--- config.mk ---
export PLATFORM = sky130hd
export DESIGN_NAME = polaris_bus_arbiter
export DESIGN_NICKNAME = d
export VERILOG_FILES = /design/src/rtl/polaris_bus_arbiter.sv
export SDC_FILE = /design/constraint.sdc
export NUM_CORES = 1
export LEC_CHECK = 0
export BUFFER_PORTS_ARGS = -buffer_cell sky130_fd_sc_hd__buf_4
export CAP_MARGIN = 20
export CORE_AREA = 3 3 232 234
export DETAILED_ROUTE_END_ITERATION = 12
export DIE_AREA = 0 0 235 237
export PLACE_DENSITY_LB_ADDON = 0.25
export SETUP_SLACK_MARGIN = 0.1
export SLEW_MARGIN = 30
export SYNTH_ARGS = -nofsm -noshare
export SYNTH_HDL_FRONTEND = slang
export SYNTH_SLANG_ARGS = --single-unit
--- constraint.sdc ---
create_clock -name clk_i -period 1.8 [get_ports clk_i]
set_input_delay 0.27 -clock clk_i [delete_from_list [all_inputs] [get_ports clk_i]]
set_output_delay 0.27 -clock clk_i [all_outputs]
set_load 0.02 [all_outputs]
--- src/rtl/polaris_bus_arbiter.sv ---
// Two-master (I-fetch, D load/store) to one-slave bus arbiter for Polaris.
// Grant is combinational over a registered ownership lock, so an uncontended
// request reaches the X-port in the same cycle; all data paths are pure muxes.
module polaris_bus_arbiter #(
  parameter int AW = 64,
  parameter int DW = 64
) (
  input  logic          clk_i,
  input  logic          reset_i,
  input  logic [DW-1:0] idat_i,
  input  logic [AW-1:0] iadr_i,
  input  logic          iwe_i,
  input  logic          icyc_i,
  input  logic          istb_i,
  input  logic [1:0]    isiz_i,
  input  logic          isigned_i,
  output logic          iack_o,
  output logic [DW-1:0] idat_o,
  input  logic [DW-1:0] ddat_i,
  input  logic [AW-1:0] dadr_i,
  input  logic          dwe_i,
  input  logic          dcyc_i,
  input  logic          dstb_i,
  input  logic [1:0]    dsiz_i,
  input  logic          dsigned_i,
  output logic          dack_o,
  output logic [DW-1:0] ddat_o,
  output logic [DW-1:0] xdat_o,
  output logic [AW-1:0] xadr_o,
  output logic          xwe_o,
  output logic          xcyc_o,
  output logic          xstb_o,
  output logic [1:0]    xsiz_o,
  output logic          xsigned_o,
  input  logic          xack_i,
  input  logic [DW-1:0] xdat_i
);

  typedef enum logic [1:0] {
    OWN_NONE = 2'd0,
    OWN_I    = 2'd1,
    OWN_D    = 2'd2
  } own_t;

  own_t own;
  own_t g;

  // Effective grant: current owner keeps the bus while its cyc is high,
  // otherwise D wins at an arbitration point. Reset kills the grant at once.
  always_comb begin
    g = OWN_NONE;
    if (!reset_i) begin
      g = OWN_NONE;
    end else if (own == OWN_I && icyc_i) begin
      g = OWN_I;
    end else if (own == OWN_D && dcyc_i) begin
      g = OWN_D;
    end else if (dcyc_i) begin
      g = OWN_D;
    end else if (icyc_i) begin
      g = OWN_I;
    end
  end

  // Ownership lock follows the grant each cycle.
  always_ff @(posedge clk_i or negedge reset_i) begin
    if (!reset_i) begin
      own <= OWN_NONE;
    end else begin
      own <= g;
    end
  end

  // Route the granted master onto the X-port and the slave response back.
  always_comb begin
    xdat_o    = '0;
    xadr_o    = '0;
    xwe_o     = 1'b0;
    xcyc_o    = 1'b0;
    xstb_o    = 1'b0;
    xsiz_o    = '0;
    xsigned_o = 1'b0;
    iack_o    = 1'b0;
    idat_o    = '0;
    dack_o    = 1'b0;
    ddat_o    = '0;
    unique case (g)
      OWN_I: begin
        xdat_o    = idat_i;
        xadr_o    = iadr_i;
        xwe_o     = iwe_i;
        xcyc_o    = icyc_i;
        xstb_o    = istb_i;
        xsiz_o    = isiz_i;
        xsigned_o = isigned_i;
        iack_o    = xack_i;
        idat_o    = xdat_i;
      end
      OWN_D: begin
        xdat_o    = ddat_i;
        xadr_o    = dadr_i;
        xwe_o     = dwe_i;
        xcyc_o    = dcyc_i;
        xstb_o    = dstb_i;
        xsiz_o    = dsiz_i;
        xsigned_o = dsigned_i;
        dack_o    = xack_i;
        ddat_o    = xdat_i;
      end
      default: begin
      end
    endcase
  end

endmodule

==> out/results.txt <==
Top reg by flops = own
Max Fclk = 0.4381 GHz
Detailed placement HPWL = 28,340 um
WS Path Type = reg -> out
Most common cell after layout, fill and taps aside = buf_4
Netlist Area Pre-Place = 3796 sq um
Failing checks = negative setup slack
Top flop regs = own x2
Worst Setup Start Kind = flip-flop
Core Rows = 84
Max incr delay on CP = 0.37 ns
Area Overhead vs Synth = 195.5%
Sequential element share of the synthesized area = 1.318%
Synth Instances = 468
Pwr dens = 271.9 nW/um^2
Input/output buffers = 598
Largest net degree at the start of global routing = 28
Number of global-route vias before repair = 6,499
Antenna violations before repair = 8
Total GRT Usage = 10.72%
Fin crit period = 2.283 ns
Initial Util = 7.267%
ANT nets after route = 0
Die Ht = 237 um
FF+latch count, synth = 2
Synth top area cells = a22oi_2 (36%), and2_1 (21%), nor2_2 (16%)
Critical path required time = 1.53 ns
Hold WC Path Type = in -> async
CTS tree = done
Leakage power = 0.004816 uW
Fillers = 5,771
Deepest clock path buffer count = 2
Final Hold Slack = 0.5002 ns
1st-iter DRT viols = 159
Inst Count DP = 1,769
Worst-Margin Slew = 0.2880 ns
Final routed DRC violation total = 0
Peak VDD IR = 354.3 uV
Worst setup EP type = output pin
Initial DRT Pass Iterations = 4
DR WL/cell = 18.80 um
Syn_nets = 805
DR vias = 6,140
Fin worst setup slack = -0.4825 ns
Critical path data arrival time = 2.01 ns
Final core occ = 21.47%
RSZ-0062 raised after global routing = yes
Most frequent cells in the layout = buf_4 (512), buf_6 (145), a22oi_2 (129), and2_1 (103), nor2_4 (72)
Fin nets = 1,452
Max Slew Vio Count = 0
Fin Clk Skew = 0.0001494 ns
Post-synth cell types = 20
Final Setup Violations = 264
Max_cap viols = 0
Vias per cell = 3.402
First-pass GRT wire length = 44,450 um
Core box area = 52,240 sq um
GP Congestion = 0.8307
Max_slew headroom = 80.80%
Clock root cell = clkbuf_16
I/O pins = 599
Largest register FFs = 2
Largest area contributor in the netlist = a22oi_2
Top-area cell type share of the netlist area = 35.93%
Die ar. = 55,700 sq um
Critical Path Fanout Max = 14
Clk sinks = 2
Crit path max-delay cell type = dfrtp_1
Grt ovf = 0
Final wirelength = 33,940 um
CTS HTree Levels = 1
Crit path cell chain = nor2b_4, o211a_1, ha_4, buf_16, buf_12, a22oi_2, nor2_4, buf_6
Average cell area after synthesis = 8.111 sq um
Layout cells sized above 1 = 89.04%
Status = finished with violations
Die W = 235 um
Final Hold Viols = 0
Total CTS buffers = 3
Final Cycle Share = 126.8%
Clock slew at reported path FFs = 0.03 ns
Clk_lat worst skew = 0.22 ns
Worst slack, placed = -0.3979 ns
Synth Warn # = 0
Setup tns final = -96.63 ns
Fin cells = 1,805
area by class of cell:
| class | count | area, sq um | area share, % |
|---|---|---|---|
| Timing Repair Buffer | 701 | 6392 | 56.99 |
| Multi-Input combinational cell | 406 | 3824 | 34.09 |
| Tap cell | 688 | 860.8 | 7.675 |
| Clock buffer | 3 | 75.07 | 0.6693 |
| Sequential cell | 2 | 50.05 | 0.4462 |
| Antenna cell | 4 | 10.01 | 0.08925 |
| Inverter | 1 | 3.754 | 0.03347 |
cells by family (layout without fill, tap and decap cells):
group	count (synthesis)	count (layout)	synth area share, %
fa+ha+maj	2	2	0.6591
other cells	0	4	0
simple gates	268	268	41.92
flops	2	2	1.318
compound gates	136	136	41.33
buf+inv	60	705	14.77
worst max-delay path, delay by kind of cell (launching register included):
| kind | cells | cell delay (ns) |
|---|---|---|
| buffers and inverters | 3 | 0.48 |
| and+or+nand+nor | 2 | 0.18 |
| AOI/OAI and AO/OA | 2 | 0.49 |
| DFF | 1 | 0.37 |
| adders and majority gates | 1 | 0.23 |
report_power, final:
group / internal [uW] / switching [uW] / leakage [uW] / total, uW
clock network: 282 / 49.2 / 0.0000370 / 332
logic: 1400 / 1270 / 0.00475 / 2670
registers: 47.6 / 1.76 / 0.0000263 / 49.4
path summary, 6_finish.rpt:
| kind | cells after the start | to | slack (ns) | from |
|---|---|---|---|---|
| max in group asynchronous | 3 | own[0]$_DFF_PN0_ | 1.21 | reset_i |
| hold / removal | 3 | own[0]$_DFF_PN0_ | 0.50 | reset_i |
| hold reg to reg | 3 | own[1]$_DFF_PN0_ | 0.82 | own[0]$_DFF_PN0_ |
| setup / recovery | 8 | xadr_o[4] | -0.48 | own[0]$_DFF_PN0_ |
| setup reg to reg | 4 | own[0]$_DFF_PN0_ | 0.68 | own[0]$_DFF_PN0_ |
| min in group clk_i | 3 | own[1]$_DFF_PN0_ | 0.51 | reset_i |
what timing repair did:
item | CTS | global route
endpoints found under the setup margin | 264 | 264
pin swaps | 7 | 17
cloned | 1 | 10
hold endpoints to repair | 2 | 0
gates resized for setup | 87 | 131
buffers inserted | 5 | 12
hold buffers | 1 | 0
through the flow:
stage | cell area (sq um) | power [uW]
detailed placement | 9903 | 2448
finish | 11220 | 3049
global route | 11220 | 3223
CTS | 10390 | 2889
floorplan | 4315 | 1154
global placement | 9903 | 2449
routing by layer:
metal	global-route usage, %	up-vias	routed length [um]
li1	-	2936	-
met1	11.89	2843	12820
met2	20.57	349	18330
met3	2.644	12	2473
met4	2.189	0	320
met5	0	-	0
synth_stat cells:
| cell type | instances |
|---|---|
| and2_1 | 130 |
| a22oi_2 | 109 |
| nor2_2 | 100 |
| nor2_1 | 34 |
| a22oi_1 | 25 |
| buf_2 | 17 |
| buf_6 | 16 |
| clkbuf_1 | 13 |
| buf_12 | 11 |
| dfrtp_1 | 2 |
| ha_1 | 2 |
| and3_1 | 1 |
| buf_4 | 1 |
| buf_8 | 1 |
| inv_1 | 1 |
| nand3_1 | 1 |
| nand3b_1 | 1 |
| nor2b_1 | 1 |
| o211a_1 | 1 |
| o211ai_1 | 1 |
(Power assumes the default switching activity.)
